[config.mk]
export PLATFORM = sky130hd
export DESIGN_NAME = ifu_fetch
export DESIGN_NICKNAME = d
export VERILOG_FILES = /design/src/rtl/riscv_pkg.sv /design/src/rtl/ifu_fifo.sv /design/src/rtl/ifu_fetch.sv
export SDC_FILE = /design/constraint.sdc
export NUM_CORES = 1
export LEC_CHECK = 0
export CORE_ASPECT_RATIO = 2
export CORE_MARGIN = 2
export CORE_UTILIZATION = 54
export CTS_BUF_LIST = sky130_fd_sc_hd__clkbuf_16
export CTS_CLUSTER_DIAMETER = 150
export DETAILED_ROUTE_END_ITERATION = 12
export PLACE_DENSITY = 0.8
export SYNTH_ARGS = -nofsm -noshare
export SYNTH_HDL_FRONTEND = slang
export SYNTH_SLANG_ARGS = --single-unit
[constraint.sdc]
create_clock -name clk -period 3.73 [get_ports clk]
set_input_delay 0.746 -clock clk [delete_from_list [all_inputs] [get_ports clk]]
set_output_delay 0.746 -clock clk [all_outputs]
set_load 0.02 [all_outputs]
[src/rtl/riscv_pkg.sv]
// Shared fetch-side definitions: canonical NOP, PC increment and the
// {insn, pc} entry carried through the prefetch buffer.
package riscv_pkg;

  localparam logic [31:0] INSN_NOP = 32'h0000_0013;
  localparam int unsigned PC_STEP  = 4;

  typedef struct packed {
    logic [31:0] insn;
    logic [31:0] pc;
  } fetch_entry_t;

endpackage

[src/rtl/ifu_fifo.sv]
// Small synchronous prefetch FIFO. Flush empties it and wins over a push
// arriving in the same cycle. A push into a full FIFO is only accepted
// when a pop frees a slot in the same cycle.
module ifu_fifo #(
  parameter int WIDTH = 64,
  parameter int DEPTH = 2
) (
  input  logic                   clk,
  input  logic                   resetn,
  input  logic                   push,
  input  logic [WIDTH-1:0]       push_data,
  input  logic                   pop,
  output logic [WIDTH-1:0]       pop_data,
  input  logic                   flush,
  output logic [$clog2(DEPTH):0] count,
  output logic                   empty,
  output logic                   full
);

  localparam int PTR_W = $clog2(DEPTH);
  localparam int CNT_W = $clog2(DEPTH) + 1;

  logic [WIDTH-1:0] mem_q [DEPTH];
  logic [WIDTH-1:0] mem_d [DEPTH];
  logic [PTR_W-1:0] wr_ptr_q, wr_ptr_d;
  logic [PTR_W-1:0] rd_ptr_q, rd_ptr_d;
  logic [CNT_W-1:0] count_q, count_d;
  logic             do_push, do_pop;

  assign empty    = (count_q == '0);
  assign full     = (count_q == CNT_W'(DEPTH));
  assign count    = count_q;
  assign pop_data = mem_q[rd_ptr_q];

  // Pointer, occupancy and storage updates for push/pop/flush.
  always_comb begin
    do_pop   = pop && !empty;
    do_push  = push && (!full || do_pop);
    wr_ptr_d = wr_ptr_q;
    rd_ptr_d = rd_ptr_q;
    count_d  = count_q;
    mem_d    = mem_q;
    if (flush) begin
      wr_ptr_d = '0;
      rd_ptr_d = '0;
      count_d  = '0;
    end else begin
      if (do_push) begin
        mem_d[wr_ptr_q] = push_data;
        wr_ptr_d        = wr_ptr_q + PTR_W'(1);
      end
      if (do_pop) begin
        rd_ptr_d = rd_ptr_q + PTR_W'(1);
      end
      count_d = count_q + CNT_W'(do_push) - CNT_W'(do_pop);
    end
  end

  // State registers.
  always_ff @(posedge clk or negedge resetn) begin
    if (!resetn) begin
      wr_ptr_q <= '0;
      rd_ptr_q <= '0;
      count_q  <= '0;
      for (int i = 0; i < DEPTH; i++) begin
        mem_q[i] <= '0;
      end
    end else begin
      wr_ptr_q <= wr_ptr_d;
      rd_ptr_q <= rd_ptr_d;
      count_q  <= count_d;
      mem_q    <= mem_d;
    end
  end

endmodule

[src/rtl/ifu_fetch.sv]
// Instruction fetch stage: issues sequential word fetches on an in-order
// req/gnt/rvalid bus, buffers returned words in ifu_fifo and presents one
// registered IR/PC per cycle to decode. Redirects flush the pipe and drop
// responses still in flight for the old path.
// Optional macro IFU_PERF_CNT_EN adds perf_fetch_cnt / perf_flush_cnt.
module ifu_fetch
  import riscv_pkg::*;
#(
  parameter int                 INS_WIDTH  = 32,
  parameter int                 PC_WIDTH   = 32,
  parameter int                 FIFO_DEPTH = 2,
  parameter logic [PC_WIDTH-1:0] RESET_PC  = '0
) (
  input  logic                 clk,
  input  logic                 resetn,
  output logic                 imem_req,
  output logic [PC_WIDTH-1:0]  imem_addr,
  input  logic                 imem_gnt,
  input  logic                 imem_rvalid,
  input  logic [INS_WIDTH-1:0] imem_rdata,
  input  logic                 stall,
  input  logic                 redirect_valid,
  input  logic [PC_WIDTH-1:0]  redirect_pc,
  output logic [INS_WIDTH-1:0] IR,
  output logic [PC_WIDTH-1:0]  PC,
  output logic                 ifu_valid
`ifdef IFU_PERF_CNT_EN
  ,
  output logic [31:0]          perf_fetch_cnt,
  output logic [31:0]          perf_flush_cnt
`endif
);

  localparam int                    CNT_W      = $clog2(FIFO_DEPTH) + 1;
  localparam int                    ENT_W      = INS_WIDTH + PC_WIDTH;
  localparam logic [INS_WIDTH-1:0]  NOP        = INS_WIDTH'(INSN_NOP);
  localparam logic [PC_WIDTH-1:0]   STEP       = PC_WIDTH'(PC_STEP);
  localparam logic [CNT_W:0]        CREDIT_MAX = (CNT_W + 1)'(FIFO_DEPTH);

  logic [PC_WIDTH-1:0]  fetch_pc_q, fetch_pc_d;
  logic [PC_WIDTH-1:0]  rsp_pc_q, rsp_pc_d;
  logic [PC_WIDTH-1:0]  pc_q, pc_d;
  logic [INS_WIDTH-1:0] ir_q, ir_d;
  logic                 ifu_valid_q, ifu_valid_d;
  logic [CNT_W-1:0]     outstanding_q, outstanding_d;
  logic [CNT_W-1:0]     drop_cnt_q, drop_cnt_d;
  logic [CNT_W-1:0]     fifo_count;
  logic                 fifo_empty;
  logic                 unused_fifo_full;
  logic [ENT_W-1:0]     fifo_head;
  logic [CNT_W:0]       credit_used;
  logic                 issue, rsp_accept, rsp_drop, fifo_push, fifo_pop;
  logic [PC_WIDTH-1:0]  redirect_target;
  logic                 unused_redirect_lsb;

  assign unused_redirect_lsb = ^redirect_pc[1:0];

  // Bus handshake, credit check and response classification for this cycle.
  always_comb begin
    credit_used     = {1'b0, fifo_count} + {1'b0, outstanding_q};
    imem_req        = resetn && !redirect_valid && (credit_used < CREDIT_MAX);
    imem_addr       = fetch_pc_q;
    issue           = imem_req && imem_gnt;
    rsp_accept      = imem_rvalid && (outstanding_q != '0);
    rsp_drop        = rsp_accept && (drop_cnt_q != '0);
    fifo_push       = rsp_accept && !rsp_drop;
    fifo_pop        = !redirect_valid && !stall && !fifo_empty;
    redirect_target = {redirect_pc[PC_WIDTH-1:2], 2'b00};
  end

  // Fetch address, in-flight accounting and the PC owed to the next kept response.
  always_comb begin
    outstanding_d = outstanding_q + CNT_W'(issue) - CNT_W'(rsp_accept);
    drop_cnt_d    = drop_cnt_q - CNT_W'(rsp_drop);
    fetch_pc_d    = issue ? fetch_pc_q + STEP : fetch_pc_q;
    rsp_pc_d      = fifo_push ? rsp_pc_q + STEP : rsp_pc_q;
    if (redirect_valid) begin
      drop_cnt_d = outstanding_d;
      fetch_pc_d = redirect_target;
      rsp_pc_d   = redirect_target;
    end
  end

  // Decode-facing register: redirect bubble, stall hold, pop, or idle bubble.
  always_comb begin
    ir_d        = ir_q;
    pc_d        = pc_q;
    ifu_valid_d = ifu_valid_q;
    if (redirect_valid) begin
      ir_d        = NOP;
      ifu_valid_d = 1'b0;
    end else if (!stall) begin
      if (!fifo_empty) begin
        ir_d        = fifo_head[ENT_W-1:PC_WIDTH];
        pc_d        = fifo_head[PC_WIDTH-1:0];
        ifu_valid_d = 1'b1;
      end else begin
        ir_d        = NOP;
        ifu_valid_d = 1'b0;
      end
    end
  end

  // State registers.
  always_ff @(posedge clk or negedge resetn) begin
    if (!resetn) begin
      fetch_pc_q    <= RESET_PC;
      rsp_pc_q      <= RESET_PC;
      pc_q          <= '0;
      ir_q          <= NOP;
      ifu_valid_q   <= 1'b0;
      outstanding_q <= '0;
      drop_cnt_q    <= '0;
    end else begin
      fetch_pc_q    <= fetch_pc_d;
      rsp_pc_q      <= rsp_pc_d;
      pc_q          <= pc_d;
      ir_q          <= ir_d;
      ifu_valid_q   <= ifu_valid_d;
      outstanding_q <= outstanding_d;
      drop_cnt_q    <= drop_cnt_d;
    end
  end

  assign IR        = ir_q;
  assign PC        = pc_q;
  assign ifu_valid = ifu_valid_q;

  ifu_fifo #(
    .WIDTH (ENT_W),
    .DEPTH (FIFO_DEPTH)
  ) u_fifo (
    .clk       (clk),
    .resetn    (resetn),
    .push      (fifo_push),
    .push_data ({imem_rdata, rsp_pc_q}),
    .pop       (fifo_pop),
    .pop_data  (fifo_head),
    .flush     (redirect_valid),
    .count     (fifo_count),
    .empty     (fifo_empty),
    .full      (unused_fifo_full)
  );

`ifdef IFU_PERF_CNT_EN
  logic [31:0] perf_fetch_q, perf_fetch_d;
  logic [31:0] perf_flush_q, perf_flush_d;

  // Count instructions accepted by decode and redirect cycles.
  always_comb begin
    perf_fetch_d = perf_fetch_q + 32'(ifu_valid_q && !stall);
    perf_flush_d = perf_flush_q + 32'(redirect_valid);
  end

  // Performance counter registers.
  always_ff @(posedge clk or negedge resetn) begin
    if (!resetn) begin
      perf_fetch_q <= '0;
      perf_flush_q <= '0;
    end else begin
      perf_fetch_q <= perf_fetch_d;
      perf_flush_q <= perf_flush_d;
    end
  end

  assign perf_fetch_cnt = perf_fetch_q;
  assign perf_flush_cnt = perf_flush_q;
`endif

endmodule
==> results.cfg, run 1 <==
[power_and_ir_drop]
power_per_cell_area_nw_per_um2 = 646.1
clkPwrFrac_pct = 23.4
p_int_w = 0.006177
switching_share_pct = 31.06
worst_vdd_drop_v = 0.0004256
power.switching_w = 0.002783
seqPwrFrac_pct = 47.9
power.combinational.fraction_pct = 28.7
static-leakage-power_nw = 5.866

[layout]
fin_nets = 1185
antenna_cells_inserted = 0
syn_to_layout_area_delta_pct = 21.94
layout-drive-gt1-share_pct = 16.93
stdcell_count = 1391

[floorplanning]
design.die.area_sq_um = 22310
floorplan.initialDensity_pct = 54.59
pin_count = 168
core_area_sq_um = 20830
die_y_microns = 209.2
fp-row-count = 75
die_width_microns = 106.6

[logic_synthesis]
synthDominantAreaCellType = sky130_fd_sc_hd__dfrtp_1
netlist_instances = 959
yosys_register_bits = 255
synth_common_cells = 252 x sky130_fd_sc_hd__dfrtp_1, 119 x sky130_fd_sc_hd__mux2_2, 112 x sky130_fd_sc_hd__nand2_1
synth_most_common_cell = sky130_fd_sc_hd__dfrtp_1
synth.yosys.seq_area_share_pct = 56.14
netlist.area_leader.share_pct = 55.45
post_synthesis_instance_area_sq_um = 11370
netlist-cell-type-count = 59
dominant_synthesized_flop_cell = sky130_fd_sc_hd__dfrtp_1
ys.warnings.count = 0
synthesis.area_per_instance_sq_um = 11.86
async_flop_share_pct = 100.0
synth.area.top_cells = sky130_fd_sc_hd__dfrtp_1 55%, sky130_fd_sc_hd__mux2_2 12%, sky130_fd_sc_hd__mux2i_1 5.5%, sky130_fd_sc_hd__o21ai_0 4.0%, sky130_fd_sc_hd__nand2_1 3.7%
synth_edf_count = 0

[sta]
period_minus_slack_ns = 3.308
final.setup_skew_ns = 0.009736
relSlewSlack_pct = 33.63
final.hold.worst_slack_ns = 0.3261
final_min_period_over_clock_period_pct = 88.69
setup_tns_ns = 0
timing_max_transition_violations_final = 0
worst_slew_pin_slew_ns = 0.9865
setup_viol = 0
fmax_ghz = 0.3023
final-hold-violation-count = 0
unrepaired_setup_endpoints_after_global_routing = no

[place]
port_buffers = 161
detailed_place_hpwl_microns = 17520
place.gp.congestion = 0.8965
dp.cells = 1352

[drt]
vias_per_cell = 5.701
vias = 7930
drc = 0
final_antenna_net_count = 0
wirelength_microns = 25370
drtIter0Drc = 425
final_routed_wire_length_divided_by_cell_count_microns = 18.24
detailedRoute.firstPassIterationCount = 4

[grt]
maximum_number_of_pins_on_one_net_before_global_route_repair = 146
initial_antenna_violation_count = 0
number_of_global_route_vias_before_repair = 8225
grt_overflow_total = 0
gr-usage-all-layers_pct = 23.08
grt_pass1_wl_microns = 41430

[clocking]
postCtsHoldBufs = 0
htreeDepth = 1
clock_tree_from_tritoncts = done
numClockSinks = 255
cts-resized-gates = 0
clockRootBuffer = sky130_fd_sc_hd__clkbuf_16
cts_buffer_depth = 3
insertion_delay_ns = 0.50
clock_pin_slew_of_the_registers_on_the_worst_case_setup_and_hold_paths_ns = 0.07
post_cts.repair.setup_buffers = 0
numCtsBuffers = 22

[worst_setup_path]
timing.critical_path.fanout_max = 4
worstSetupEndpointType = output pin
startpoint_type_of_the_worst_setup_path = register
critical_path_arrival_ns = 2.56
timing.setup.critical_path_class = reg -> out
required_ns = 2.98

[run]
cap_viol_max_count = 0

[worst_hold_path]
holdCritPathClass = in -> async

[outcome]
run_status = finished clean
==> sequential cells by signal (all words and copies together), names as in the netlist <==
| signal | flops |
|---|---|
| u_fifo.mem_q | 124 |
| IR | 32 |
| PC | 30 |
| imem_addr | 30 |
| rsp_pc_q | 30 |
| drop_cnt_q | 2 |
| outstanding_q | 2 |
| u_fifo.count | 2 |
| ifu_valid | 1 |
| u_fifo.rd_ptr_q | 1 |
| u_fifo.wr_ptr_q | 1 |
==> cell usage in the layout (no fill, tap or decap), types with 6 or more instances in the layout <==
| master | netlist | final |
|---|---|---|
| sky130_fd_sc_hd__dfrtp_1 | 252 | 251 |
| sky130_fd_sc_hd__clkdlybuf4s50_1 | 0 | 159 |
| sky130_fd_sc_hd__mux2_2 | 119 | 119 |
| sky130_fd_sc_hd__nand2_1 | 112 | 112 |
| sky130_fd_sc_hd__o21ai_0 | 91 | 91 |
| sky130_fd_sc_hd__mux2i_1 | 62 | 62 |
| sky130_fd_sc_hd__nand3_1 | 28 | 27 |
| sky130_fd_sc_hd__xnor2_1 | 25 | 25 |
| sky130_fd_sc_hd__clkbuf_16 | 0 | 23 |
| sky130_fd_sc_hd__nor2_1 | 23 | 22 |
| sky130_fd_sc_hd__nand4_1 | 19 | 19 |
| sky130_fd_sc_hd__inv_1 | 13 | 17 |
| sky130_fd_sc_hd__xor2_1 | 17 | 17 |
| sky130_fd_sc_hd__buf_4 | 11 | 13 |
| sky130_fd_sc_hd__a21oi_1 | 12 | 12 |
| sky130_fd_sc_hd__o211ai_1 | 11 | 11 |
| sky130_fd_sc_hd__nor3_1 | 10 | 10 |
| sky130_fd_sc_hd__o311ai_0 | 9 | 9 |
| sky130_fd_sc_hd__and2_1 | 7 | 7 |
| sky130_fd_sc_hd__and3_1 | 7 | 7 |
| sky130_fd_sc_hd__ha_1 | 7 | 7 |
| sky130_fd_sc_hd__mux2_1 | 6 | 6 |
| sky130_fd_sc_hd__and4_1 | 6 | 6 |
| sky130_fd_sc_hd__clkinv_1 | 0 | 6 |
==> path summary, 6_finish.rpt <==
| kind | cells after the start | to | from | slack [ns] |
|---|---|---|---|---|
| setup reg to reg | 8 | imem_addr[27] | u_fifo.count[0] | 0.84 |
| setup / recovery | 4 | imem_req | u_fifo.count[0] | 0.42 |
| hold / removal | 2 | rsp_pc_q[13] | resetn | 0.33 |
| max in group asynchronous | 3 | u_fifo.wr_ptr_q | resetn | 2.07 |
| hold reg to reg | 2 | PC[3] | PC[3] | 0.48 |
| min in group clk | 2 | PC[3] | PC[3] | 0.48 |
==> layout make-up <==
cell class              instances  area [sq um]
inverters                      14         52.55
repair buffers                177          1769
well taps                     269         336.6
clock buffers                  23         575.6
multi-input cells             637          4671
flip-flops and latches        255          6389
fillers                      1591          6964
clock inverters                16         75.07
==> worst max-delay path, stage by stage (launching register included) <==
cell and delay (ns):
sky130_fd_sc_hd__dfrtp_1 0.42, sky130_fd_sc_hd__and2_1 0.18, sky130_fd_sc_hd__fa_1 0.45, sky130_fd_sc_hd__nor4b_2 0.35, sky130_fd_sc_hd__clkdlybuf4s50_1 0.67
==> through the flow <==
| step | utilization [%] | setup WS (ns) | cell area, sq um | total power (W) |
|---|---|---|---|---|
| 6_report | 66.57 | 0.4219 | 13870 | 0.008960 |
| 3_3_place_gp | 63.45 | 0.7139 | 13220 | 0.006796 |
| 3_5_place_dp | 63.45 | 0.6699 | 13220 | 0.006941 |
| 2_1_floorplan | - | 0.5193 | 11380 | 0.005898 |
| 4_1_cts | 66.57 | 0.4123 | 13870 | 0.009064 |
| 5_1_grt | 66.57 | 0.3407 | 13870 | 0.009478 |
==> per-layer routing <==
layer  GRT usage (%)  share of wire [%]  vias to the layer above
li1                -                  -                     3697
met4           11.20                4.9                        0
met2           41.58                 53                      226
met1           27.25                 38                     3941
met3           2.059                3.8                       66
met5               0                  0                        -
==> logic make-up (layout without fill, tap and decap cells) <==
group	count (synthesis)	count (layout)	share of synthesized area, %
fa+ha+maj	8	8	0.9461
other cells	1	4	0.03297
compound gates	151	151	7.734
mux	187	187	17.83
xor+xnor	42	42	3.234
buf+inv	70	230	3.113
flops	255	255	56.14
simple gates	245	245	10.97
==> power groups by stage <==
| stage | Clock (W) | Sequential, W | Combinational, W |
|---|---|---|---|
| final | 0.00209 | 0.00429 | 0.00258 |
| after global routing | 0.00226 | 0.00441 | 0.00281 |
| after CTS | 0.00215 | 0.00430 | 0.00261 |
| after detailed placement | 0 | 0.00434 | 0.00260 |
| after global placement | 0 | 0.00428 | 0.00252 |
| after floorplan | 0 | 0.00437 | 0.00153 |
(Power assumes the default switching activity.)
==> run 2: changes to the inputs <==
--- a/config.mk
+++ b/config.mk
@@ -11,7 +11,9 @@
 export CTS_BUF_LIST = sky130_fd_sc_hd__clkbuf_16
 export CTS_CLUSTER_DIAMETER = 150
 export DETAILED_ROUTE_END_ITERATION = 12
+export GPL_ROUTABILITY_DRIVEN = 0
 export PLACE_DENSITY = 0.8
+export SKIP_CTS_REPAIR_TIMING = 1
 export SYNTH_ARGS = -nofsm -noshare
 export SYNTH_HDL_FRONTEND = slang
 export SYNTH_SLANG_ARGS = --single-unit
==> results of run 2 <==
Same layout as run 1: the final DEF is identical, and so are final timing and power.
==> run 3: changes to the inputs <==
--- a/config.mk
+++ b/config.mk
@@ -7,12 +7,12 @@
 export LEC_CHECK = 0
 export CORE_ASPECT_RATIO = 2
 export CORE_MARGIN = 2
-export CORE_UTILIZATION = 54
+export CORE_UTILIZATION = 49
 export CTS_BUF_LIST = sky130_fd_sc_hd__clkbuf_16
 export CTS_CLUSTER_DIAMETER = 150
 export DETAILED_ROUTE_END_ITERATION = 12
 export GPL_ROUTABILITY_DRIVEN = 0
-export PLACE_DENSITY = 0.8
+export PLACE_DENSITY = 0.76
 export SKIP_CTS_REPAIR_TIMING = 1
 export SYNTH_ARGS = -nofsm -noshare
 export SYNTH_HDL_FRONTEND = slang
==> constraint.sdc (replaced) <==
create_clock -name clk -period 3 [get_ports clk]
set_input_delay 0.6 -clock clk [delete_from_list [all_inputs] [get_ports clk]]
set_output_delay 0.6 -clock clk [all_outputs]
set_load 0.02 [all_outputs]
==> run 3 against run 2 <==
- clock skew shrank 0.0018 ns
- count of clock-buffer cells in the layout is the same
- clock power grew 31%
- register-to-register slack lost 0.67 ns
- final area grew 1.1%
- setup slack lost 0.25 ns
- sequential share of layout area shrank 0.49 points
- critical path type is now reg -> reg
- critical endpoint is now imem_addr[8]
==> results.cfg, run 3 (synthesis gave the netlist of run 1 again) <==
[sta]
final.setup.worst_slack_ns = 0.1744
final_min_period_over_clock_period_pct = 94.19
setup_viol = 0
worst_slew_pin_slew_ns = 0.9985
period_minus_slack_ns = 2.826
final-hold-violation-count = 0
relSlewSlack_pct = 33.43
fmax_ghz = 0.3539
timing_max_transition_violations_final = 0
unrepaired_setup_endpoints_after_global_routing = no
final.setup_skew_ns = 0.007985
final.hold.worst_slack_ns = 0.4756

[layout]
registers.top_by_ff_count = u_fifo.mem_q
mostFrequentLayoutCells = 251 x sky130_fd_sc_hd__dfrtp_1, 158 x sky130_fd_sc_hd__clkdlybuf4s50_1, 119 x sky130_fd_sc_hd__mux2_2
finish.instance_area_sq_um = 14020
mostFrequentLayoutCell = sky130_fd_sc_hd__dfrtp_1
layout-drive-gt1-share_pct = 17.84
largest_register_ff_count = 124
syn_to_layout_area_delta_pct = 23.25
antenna_cells_inserted = 0
fin_nets = 1194

[worst_setup_path]
path_cells = and2_4, fa_1, nor4b_4, and2_1, buf_4, nor2_1, o21ai_0, o311ai_0
timing.setup.critical_path_class = reg -> reg
timing.critical_path.fanout_max = 17
critical_path_arrival_ns = 3.22
required_ns = 3.40
critPathLaunch = outstanding_q[0]
worstSetupEndpointType = register
startpoint_type_of_the_worst_setup_path = register
critical_path.reg2reg.startpoint = outstanding_q[0]
slowest_delay_ns = 0.75
cp_slowest_cell = sky130_fd_sc_hd__nor2_1

[grt]
grt_overflow_total = 0
gr-usage-met1_pct = 24.44
busiest_layer = met2
maximum_number_of_pins_on_one_net_before_global_route_repair = 83
number_of_global_route_vias_before_repair = 8177
grt_pass1_wl_microns = 41980
gr-usage-all-layers_pct = 21.37
grt_util_met2_pct = 41.35
gr-usage-met3_pct = 1.925
initial_antenna_violation_count = 0

[clocking]
numCtsBuffers = 23
cts_buffer_depth = 3
clock_pin_slew_of_the_registers_on_the_worst_case_setup_and_hold_paths_ns = 0.07
numClockSinks = 255
htreeDepth = 1
insertion_delay_ns = 0.51
clock_tree_from_tritoncts = done
clockRootBuffer = sky130_fd_sc_hd__clkbuf_16

[drt]
drc = 0
final_antenna_net_count = 0
detailedRoute.firstPassIterationCount = 5
final_routed_wire_length_divided_by_cell_count_microns = 18.49
vias = 7897
drtIter0Drc = 355
vias_per_cell = 5.593
wirelength_microns = 26110

[worst_hold_path]
worst_hold_startpoint = ifu_valid
holdCritPathClass = reg -> reg

[floorplanning]
die_width_microns = 111.7
core_area_sq_um = 22740
pin_count = 168
design.die.area_sq_um = 24520
floorplan.initialDensity_pct = 50.02
fp-row-count = 78
die_y_microns = 219.5

[place]
detailed_place_hpwl_microns = 18040
post_placement_cell_area_sq_um = 13320
detailedPlace.worstSlack_ns = 0.2194
port_buffers = 161

[power_and_ir_drop]
worst_vdd_drop_v = 0.0005187
static-leakage-power_nw = 5.949
power_per_cell_area_nw_per_um2 = 811.1

[outcome]
run_status = finished clean

[run]
cap_viol_max_count = 0
==> run 3: area by class of cell <==
| type | count | area (sq um) |
|---|---|---|
| Fill cell | 1883 | 8722 |
| Sequential cell | 255 | 6389 |
| Multi-Input combinational cell | 637 | 4705 |
| Timing Repair Buffer | 185 | 1834 |
| Clock buffer | 23 | 575.6 |
| Tap cell | 280 | 350.3 |
| Clock inverter | 18 | 108.9 |
| Inverter | 14 | 55.05 |
==> run 3: metrics by stage <==
step                      instances  setup TNS (ns)  util [%]  power, W
final                          1412               0     61.64   0.01137
after global routing           1412               0     61.64   0.01202
after CTS                      1411         -0.1674     61.59   0.01151
after detailed placement       1370               0     58.58  0.008734
after global placement         1370               0     58.58  0.008557
after floorplan                 962        -0.04097         -  0.007383
==> run 3: layer usage <==
metal  wire length (microns)  vias to the layer above
met2                   14610                      228
li1                        -                     3704
met3                    1005                       34
met1                    9850                     3931
met4                     643                        0
met5                       0                        -
==> run 3: critical path, delay by kind of cell (launching register included) <==
family,cells,cell delay [ns]
adder cells (fa/ha/maj),1,0.55
AO/OA/AOI/OAI,2,0.36
flip-flops,1,0.40
AND/OR/NAND/NOR,4,1.16
buffers and inverters,1,0.22
==> run 3: path summary, 6_finish.rpt <==
check / to / slack [ns] / cells past startpoint
worst max-delay path: imem_addr[8] / 0.17 / 8
worst min-delay path: ifu_valid / 0.48 / 2
worst max register to register: imem_addr[8] / 0.17 / 8
worst min register to register: ifu_valid / 0.48 / 2
max in group asynchronous: u_fifo.rd_ptr_q / 1.17 / 3
min in group asynchronous: rsp_pc_q[10] / 0.49 / 2
==> run 3: where the power goes <==
| part | internal, W | switching [W] | leakage, nW |
|---|---|---|---|
| logic | 0.00179 | 0.00154 | 2.36 |
| clock network | 0.00148 | 0.00126 | 0.347 |
| registers | 0.00455 | 0.000752 | 3.24 |
